**src/rtl/tick_rate_controller_pkg.sv**
```systemverilog
// rtl/tick_rate_controller_pkg.sv - shared mode encodings and default timing constants
package tick_rate_controller_pkg;

   typedef enum logic [1:0] {
      MODE_STOPPED = 2'b00,
      MODE_SLOW    = 2'b01,
      MODE_FAST    = 2'b10
   } mode_e;

   localparam int unsigned DEF_SLOW_DIV     = 2_500_000;
   localparam int unsigned DEF_FAST_DIV     = 1_250_000;
   localparam int unsigned DEF_DEBOUNCE_CYC = 200_000;
   localparam int unsigned DEF_CNT_W        = 32;

   // Counter width able to hold 0..n-1, never narrower than one bit.
   function automatic int unsigned cnt_width(input int unsigned n);
      return (n > 1) ? $clog2(n) : 1;
   endfunction

endpackage

```
**src/rtl/tick_rate_controller_key_debounce.sv**
```systemverilog
// rtl/tick_rate_controller_key_debounce.sv - 2-FF sync, hold-time debounce, press pulse
module key_debounce
   import tick_rate_controller_pkg::*;
#(
   parameter int unsigned DEBOUNCE_CYC = DEF_DEBOUNCE_CYC
) (
   input  logic clock_i,
   input  logic reset_n_i,
   input  logic key_n_i,
   output logic press_o
);

   localparam int unsigned     DB_W    = cnt_width(DEBOUNCE_CYC);
   localparam logic [DB_W-1:0] DB_LAST = DB_W'(DEBOUNCE_CYC - 1);

   logic            sync1_q, sync2_q;
   logic            level_q, level_d;
   logic [DB_W-1:0] cnt_q, cnt_d;

   // Count only while the synced key disagrees with the accepted level; any agreement restarts it.
   always_comb begin
      level_d = level_q;
      cnt_d   = '0;
      if (sync2_q != level_q) begin
         if (cnt_q == DB_LAST) begin
            level_d = sync2_q;
         end else begin
            cnt_d = cnt_q + 1'b1;
         end
      end
   end

   assign press_o = level_q & ~level_d;

   always_ff @(posedge clock_i or negedge reset_n_i) begin
      if (!reset_n_i) begin
         sync1_q <= 1'b1;
         sync2_q <= 1'b1;
         level_q <= 1'b1;
         cnt_q   <= '0;
      end else begin
         sync1_q <= key_n_i;
         sync2_q <= sync1_q;
         level_q <= level_d;
         cnt_q   <= cnt_d;
      end
   end

endmodule

```
**src/rtl/tick_rate_controller.sv**
```systemverilog
// rtl/tick_rate_controller.sv - run/stop/speed FSM producing registered tick enables
module tick_rate_controller
   import tick_rate_controller_pkg::*;
#(
   parameter int unsigned SLOW_DIV     = DEF_SLOW_DIV,
   parameter int unsigned FAST_DIV     = DEF_FAST_DIV,
   parameter int unsigned DEBOUNCE_CYC = DEF_DEBOUNCE_CYC,
   parameter int unsigned CNT_W        = DEF_CNT_W
) (
   input  logic       clock,
   input  logic       reset_n,
   input  logic       key_run_n,
   input  logic       key_fast_n,
   output logic       tick,
   output logic       led,
   output logic [1:0] mode,
   output logic       running
);

   localparam logic [CNT_W-1:0] SLOW_LAST = CNT_W'(SLOW_DIV - 1);
   localparam logic [CNT_W-1:0] FAST_LAST = CNT_W'(FAST_DIV - 1);

   mode_e            state_q, state_d;
   logic [CNT_W-1:0] cnt_q, cnt_d, div_last;
   logic             tick_q, tick_d;
   logic             led_q, led_d;
   logic             run_ev, fast_ev, step;

   key_debounce #(.DEBOUNCE_CYC(DEBOUNCE_CYC)) u_key_run (
      .clock_i   (clock),
      .reset_n_i (reset_n),
      .key_n_i   (key_run_n),
      .press_o   (run_ev)
   );

   key_debounce #(.DEBOUNCE_CYC(DEBOUNCE_CYC)) u_key_fast (
      .clock_i   (clock),
      .reset_n_i (reset_n),
      .key_n_i   (key_fast_n),
      .press_o   (fast_ev)
   );

   // Run press takes priority; a fast press in the same cycle is dropped.
   always_comb begin
      state_d = state_q;
      step    = 1'b0;
      case (state_q)
         MODE_STOPPED: begin
            if (run_ev)       state_d = MODE_SLOW;
            else if (fast_ev) step    = 1'b1;
         end
         MODE_SLOW: begin
            if (run_ev)       state_d = MODE_STOPPED;
            else if (fast_ev) state_d = MODE_FAST;
         end
         MODE_FAST: begin
            if (run_ev)       state_d = MODE_STOPPED;
            else if (fast_ev) state_d = MODE_SLOW;
         end
         default: state_d = MODE_STOPPED;
      endcase
   end

   // A state change restarts the divider and swallows any tick due in that cycle.
   always_comb begin
      div_last = (state_q == MODE_FAST) ? FAST_LAST : SLOW_LAST;
      cnt_d    = '0;
      tick_d   = 1'b0;
      if (state_d != state_q) begin
         tick_d = 1'b0;
      end else if (state_q == MODE_STOPPED) begin
         tick_d = step;
      end else if (cnt_q == div_last) begin
         tick_d = 1'b1;
      end else begin
         cnt_d = cnt_q + 1'b1;
      end
      led_d = led_q ^ tick_d;
   end

   always_ff @(posedge clock or negedge reset_n) begin
      if (!reset_n) begin
         state_q <= MODE_STOPPED;
         cnt_q   <= '0;
         tick_q  <= 1'b0;
         led_q   <= 1'b0;
      end else begin
         state_q <= state_d;
         cnt_q   <= cnt_d;
         tick_q  <= tick_d;
         led_q   <= led_d;
      end
   end

   assign tick    = tick_q;
   assign led     = led_q;
   assign mode    = state_q;
   assign running = (state_q != MODE_STOPPED);

endmodule
```
**config.mk**
```make
export PLATFORM = sky130hd
export DESIGN_NAME = tick_rate_controller
export DESIGN_NICKNAME = d
export VERILOG_FILES = /design/src/rtl/tick_rate_controller_pkg.sv /design/src/rtl/tick_rate_controller_key_debounce.sv /design/src/rtl/tick_rate_controller.sv
export SDC_FILE = /design/constraint.sdc
export NUM_CORES = 1
export LEC_CHECK = 0
export ABC_AREA = 1
export ABC_CLOCK_PERIOD_IN_PS = 1750
export CAP_MARGIN = 30
export CORE_ASPECT_RATIO = 2
export CORE_UTILIZATION = 58
export CTS_BUF_LIST = sky130_fd_sc_hd__clkbuf_4 sky130_fd_sc_hd__clkbuf_8
export DETAILED_ROUTE_END_ITERATION = 7
export GPL_TIMING_DRIVEN = 1
export PLACE_DENSITY = 0.75
export RECOVER_POWER = 25
export SLEW_MARGIN = 20
export SYNTH_ARGS = -nofsm -noshare
export SYNTH_HDL_FRONTEND = slang
export SYNTH_SLANG_ARGS = --single-unit
export TNS_END_PERCENT = 5
```
**constraint.sdc**
```tcl
create_clock -name clock -period 1.75 [get_ports clock]
set_input_delay 0.35 -clock clock [delete_from_list [all_inputs] [get_ports clock]]
set_output_delay 0.35 -clock clock [all_outputs]
set_load 0.02 [all_outputs]
```
; Yosys cells after proc, flatten, opt, wreduce, memory -nomap -nowiden
; Cells that the tools add are included.
[op_classes]
reduce_logical = 2
bitwise_logic = 5
eq_ne = 8
n_mux = 23
n_lt_le_gt_ge = 0
add_sub_neg = 3
div_mod_pow = 0
n_mul = 0
shift = 0
[ops]
columns = cell, count
row1 = $mux 32, 3
row2 = $mux 18, 4
row3 = $add 18x1->18 const B, 2
row4 = $eq 18x18->1 const B, 2
row5 = $add 32x1->32 const B, 1
row6 = $eq 32x22->1, 1
row7 = $mux 22, 1
row8 = $mux 2, 5
row9 = $mux 1, 9
row10 = $pmux 2 s3, 1
row11 = $and 1x1->1, 2
row12 = $eq 2x1->1 const B, 1
row13 = $eq 2x2->1 const B, 1
row14 = $logic_not 2->1, 1
row15 = $ne 1x1->1, 2
row16 = $ne 2x2->1, 1
row17 = $not 1->1, 2
row18 = $reduce_bool 2->1, 1
row19 = $xor 1x1->1, 1
[totals]
wordCells = 53
latch_bits = 0
mem_count = 0
out_inout_bits = 5
mem_bits_rw = 0
rom_bits = 0
regBits = 78
in_bits = 4

; Depth between registers and ports, before layout
[depth]
depth_word = 11
mapped_depth = 11
ltp_nobuf = 11

; By module
; A second synthesis with hierarchy kept.
[unflattened]
cells_unflattened = 600
area_unflattened_um2 = 4491.8
[by_module_without_submodules]
columns = module, seq_area_each_um2, cells_each, instances, area_per_inst_um2
row1 = key_debounce, 529.3, 139, 2, 1134.8
row2 = tick_rate_controller, 900.9, 322, 1, 2222.1

; Worst setup path after synthesis
; OpenSTA, ideal clock, no wires.
[synth_path]
kind = register to register
startpoint = register u_key_run.cnt_q[0]
endpoint = register cnt_q[30]
synth_period_minus_slack_ps = 1624
required_time_ps = 1631
n_path_buf = 1
setup_ps = 119
path_slack_ps = 126
t_arrival_ps = 1505
stages_incl_launch_ff = 10
path_cell_list = dfrtp_1 -> ha_1 -> inv_1 -> nor3_4 -> nand4_2 -> nand2_2 -> nand2_2 -> nand3_4 -> buf_8 -> nor2_2
[synth_via]
elab_chain_cells = 9
elab_cells_between_ends = 11
cone_classes = eq/ne: 2 / mux: 7 / bitwise: 2
[synth_rtl]
columns = item, line
row1 = "start, declared", tick_rate_controller_key_debounce.sv:18  ; logic [DB_W-1:0] cnt_q, cnt_d;
row2 = "start signal, assigned", tick_rate_controller_key_debounce.sv:45  ; cnt_q <= cnt_d;
row3 = $eq 18x18->1 (*), tick_rate_controller_key_debounce.sv:25  ; if (cnt_q == DB_LAST) begin
row4 = $mux 1 (*), tick_rate_controller_key_debounce.sv:25
row5 = $mux 1 (*), tick_rate_controller_key_debounce.sv:24  ; if (sync2_q != level_q) begin
row6 = $not 1->1 (*), tick_rate_controller_key_debounce.sv:33  ; assign press_o = level_q & ~level_d;
row7 = $and 1x1->1 (*), tick_rate_controller_key_debounce.sv:33
row8 = "$mux 2, on equally long branches", "tick_rate_controller.sv:57, tick_rate_controller.sv:49, tick_rate_controller.sv:53"
row9 = $pmux 2 s3 (*), tick_rate_controller.sv:47  ; case (state_q)
row10 = $ne 2x2->1 (*), tick_rate_controller.sv:69  ; if (state_d != state_q) begin
row11 = $mux 32 (*), tick_rate_controller.sv:69
row12 = via cnt_d[30], tick_rate_controller.sv:24  ; logic [CNT_W-1:0] cnt_q, cnt_d, div_last;
row13 = "end signal, assigned", tick_rate_controller.sv:89  ; cnt_q <= cnt_d;
row14 = "end, declared", tick_rate_controller.sv:24
; Mark *: on every way through the listed nets, which the timed path passes. The rest lies on a longest branch.

; Worst setup path in the final report
[layout_path]
startpoint = register u_key_fast.cnt_q[1]
endpoint = register cnt_q[29]
[layout_via]
elab_chain_cells = 10
elab_cells_between_ends = 12
cone_classes = eq/ne: 2 / mux: 8 / bitwise: 2
[layout_rtl]
columns = item, line
row1 = "start, declared", tick_rate_controller_key_debounce.sv:18
row2 = "start signal, assigned", tick_rate_controller_key_debounce.sv:45
row3 = $eq 18x18->1 (*), tick_rate_controller_key_debounce.sv:25
row4 = $mux 1 (*), tick_rate_controller_key_debounce.sv:25
row5 = $mux 1 (*), tick_rate_controller_key_debounce.sv:24
row6 = $not 1->1 (*), tick_rate_controller_key_debounce.sv:33
row7 = $and 1x1->1 (*), tick_rate_controller_key_debounce.sv:33
row8 = "$mux 2, on equally long branches", "tick_rate_controller.sv:58, tick_rate_controller.sv:54"
row9 = "$mux 2, on equally long branches", "tick_rate_controller.sv:57, tick_rate_controller.sv:53"
row10 = $pmux 2 s3 (*), tick_rate_controller.sv:47
row11 = $ne 2x2->1 (*), tick_rate_controller.sv:69
row12 = $mux 32 (*), tick_rate_controller.sv:69
row13 = via cnt_d[29], tick_rate_controller.sv:24
; Marked as above.

==> key figures <==
Outcome
  • Run status: completed

Timing
  • Hold Vio Cnt, Final: 0
  • Max frequency: 590 MHz
  • Min cycle time layout: 1.69 ns
  • TNS Setup: 0 ns
  • Final Max Tran Viols: 0
  • Worst rel slew slack: 59.1%
  • Fin crit share: 96.8%
  • Setup WS post-layout: 0.0557 ns
  • Setup-failing EPs final: 0
  • Unrepaired setup endpoints after global routing: true
  • Clock skew: 0.00971 ns
  • Slew @ Worst Pin: 0.614 ns

Die
  • Io pins: 9
  • Initial Util: 60.4%
  • Die height: 125 um
  • Die W: 63.8 um
  • Die area: 8000 um2
  • CORE AREA: 7320 um2
  • Row Count: 44

Final layout
  • Antenna diodes: 0
  • Nets@finish: 638
  • Post-route design area: 5330 um2
  • Multi-input gate area: 2260 um2
  • Fill cell count: 575
  • Layout cells sized above 1: 23.1%
  • FF+latch area: 1960 um2
  • Synth-to-Final Area Change: 20.6%

Power and ir drop
  • P per Cell Area: 673 nW/um2
  • Overall power: 0.00359 W
  • Maximum vdd ir drop: 0.000688 V
  • Static Leak: 2.27 nW

Placed design
  • IO buf count: 8
  • Gpl congestion: 0.936
  • Post-DP Area: 4960 um2
  • Hpwl dp: 8790 um
  • Pre-CTS WS: -0.0286 ns

Synthesis
  • Library cells used by synthesis: 36
  • Async set-or-reset flop fraction in the synthesized netlist: 100%
  • Yosys warning count: 0
  • Post-synth top area cell: dfrtp_1
  • Mapped Area: 4420 um2
  • Most common cell in the netlist: nand2_1
  • Synth top area cells: dfrtp_1 (41%), nand2_1 (9.6%), nor2_1 (8.8%)
  • Post-synth EDFFs: 0
  • Yosys reg bits: 78
  • Synth Flop Type: dfrtp_1
  • Syn Inst Count: 564
  • Syn_area_per_cell: 7.84 um2
  • Top-area cell type share of the netlist area: 40.7%
  • Syn Nets: 571
  • Sequential-to-total area share from yosys stat: 44.3%
  • Post-synth top cells: nand2_1 (113), nor2_1 (104), dfrtp_1 (72)

Routing
  • # DRC: 0
  • Initial drt markers: 237
  • Wire per inst: 15.8 um
  • Final WL: 11500 um
  • Final ANT Viol Nets: 0
  • Via Count: 3944
  • TritonRoute pass-1 iters: 4
  • DR vias/cell: 5.42

Clock tree
  • Clock Tree Root: clkbuf_8
  • H-tree depth: 3
  • Num Clock Sinks: 78
  • Clock slew at reported path FFs: 0.08 ns
  • TritonCTS clock tree: built
  • Clk_lat worst skew: 0.36 ns
  • Clock Path Buffers: 2
  • CTS Buf Count: 9

Critical path
  • Crit Path Category: reg2reg
  • Critical path arrival: 1.95 ns
  • Worst path max stage delay: 0.38 ns
  • Max FO, Critical Path: 14
  • WP data required: 2.01 ns
  • Worst path cell trace: ha_2, nand2_2, nor2_4, buf_4, nand4_4, nand3_2, nand2_4, nand3_4, buf_12, nor2_1
  • CP Capture Type: register
  • Slowest stage cell, crit path: dfrtp_1
  • Worst Setup Start Kind: register

Global routing
  • Pin count of the biggest net entering global routing: 31
  • Total grt overflow: 0
  • Total track usage: 30.9%
  • Initial antenna violation count: 0
  • First-pass GRT wire length: 18600 um
  • Vias in the first global route: 4147

Hold path
  • HP Class: reg2reg

Job
  • Max-Cap Viols: 0
registers in the layout, indices dropped and copies added (netlist names):
signal,cells
cnt_q,32
led,1
mode,2
tick,1
u_key_fast.cnt_q,18
u_key_fast.level_q,1
u_key_fast.sync1_q,1
u_key_fast.sync2_q,1
u_key_run.cnt_q,18
u_key_run.level_q,1
u_key_run.sync1_q,1
u_key_run.sync2_q,1
timing repair:
item | in CTS | in global routing
pin swaps | 1 | 4
endpoints found under the setup margin | 31 | 41
hold buffers | 1 | 0
endpoints found under the hold margin | 18 | 0
gates resized for setup | 9 | 27
buffers inserted | 0 | 4
cell type report:
cell class	count	share of cell area [%]
inverters	70	4.93
multi-input cells	412	42.5
well taps	92	2.16
repair buffers	60	9.20
flip-flops and latches	78	36.8
clock buffers	11	2.60
clock inverters	5	1.88
worst max-delay path: cells and delay by family, from the launching register on:
family / cells / cell delay (ns)
and+or+nand+nor: 7 / 0.68
buffers and inverters: 2 / 0.32
DFF: 1 / 0.38
adders and majority gates: 1 / 0.20
cell usage in the layout (no fill, tap or decap), types with 4 or more instances in the layout:
master,instances
a21oi_1,9
nor3_2,10
nand3_1,26
nor2_1,96
nor4_1,4
dfstp_2,6
xnor2_1,8
dfrtp_1,70
buf_4,48
xor2_1,32
o21ai_1,5
nand2_2,4
clkbuf_8,9
nand2_1,113
nor3b_1,4
nand3_2,5
nor2_4,5
inv_1,68
o21ai_0,6
nor3_1,22
nand4_1,12
nor2_2,33
cells by family (layout without fill, tap and decap cells):
logic type                 count (synthesis)  in the layout  synth area share [%]
DFF                                       78             78                  44.3
buffers and inverters                     74            146                  7.04
AOI/OAI and AO/OA                         26             26                  3.39
and+or+nand+nor                          343            343                  36.5
xor gates and xnor gates                  40             40                  7.92
adders and majority gates                  3              3                 0.849
report_power, final:
part           leakage (nW)  internal (W)  switching, W  total [W]
clock network         0.124      0.000975      0.000670    0.00165
logic                  1.08     0.0000334     0.0000739   0.000107
registers              1.06       0.00182     0.0000149    0.00184
final timing paths:
path	slack, ns	endpoint	startpoint	cells past startpoint
worst max-delay path	0.06	cnt_q[29]$_DFF_PN0_	u_key_fast.cnt_q[1]$_DFF_PN0_	10
worst min-delay path	0.37	u_key_run.sync2_q$_DFF_PN1_	u_key_run.sync1_q$_DFF_PN1_	0
worst max register to register	0.06	cnt_q[29]$_DFF_PN0_	u_key_fast.cnt_q[1]$_DFF_PN0_	10
worst min register to register	0.37	u_key_run.sync2_q$_DFF_PN1_	u_key_run.sync1_q$_DFF_PN1_	0
max in group asynchronous	0.25	u_key_fast.level_q$_DFF_PN1_	reset_n	3
min in group asynchronous	0.53	cnt_q[14]$_DFF_PN0_	reset_n	2
metrics by stage:
stage	instances	hold WS, ns	utilization, %
2_1_floorplan	564	0.0544	-
3_3_place_gp	707	0.267	67.7
3_5_place_dp	707	0.274	67.7
4_1_cts	724	0.370	71.3
5_1_grt	728	0.371	72.8
6_report	728	0.368	72.8
routing by layer:
layer  track usage [%]  share of wire, %
met1              28.0                34
met2              59.8                59
met3              5.11               2.6
met4              19.4               5.0
met5                 0                 0
No activity file was read; power rests on OpenSTA's default activity.
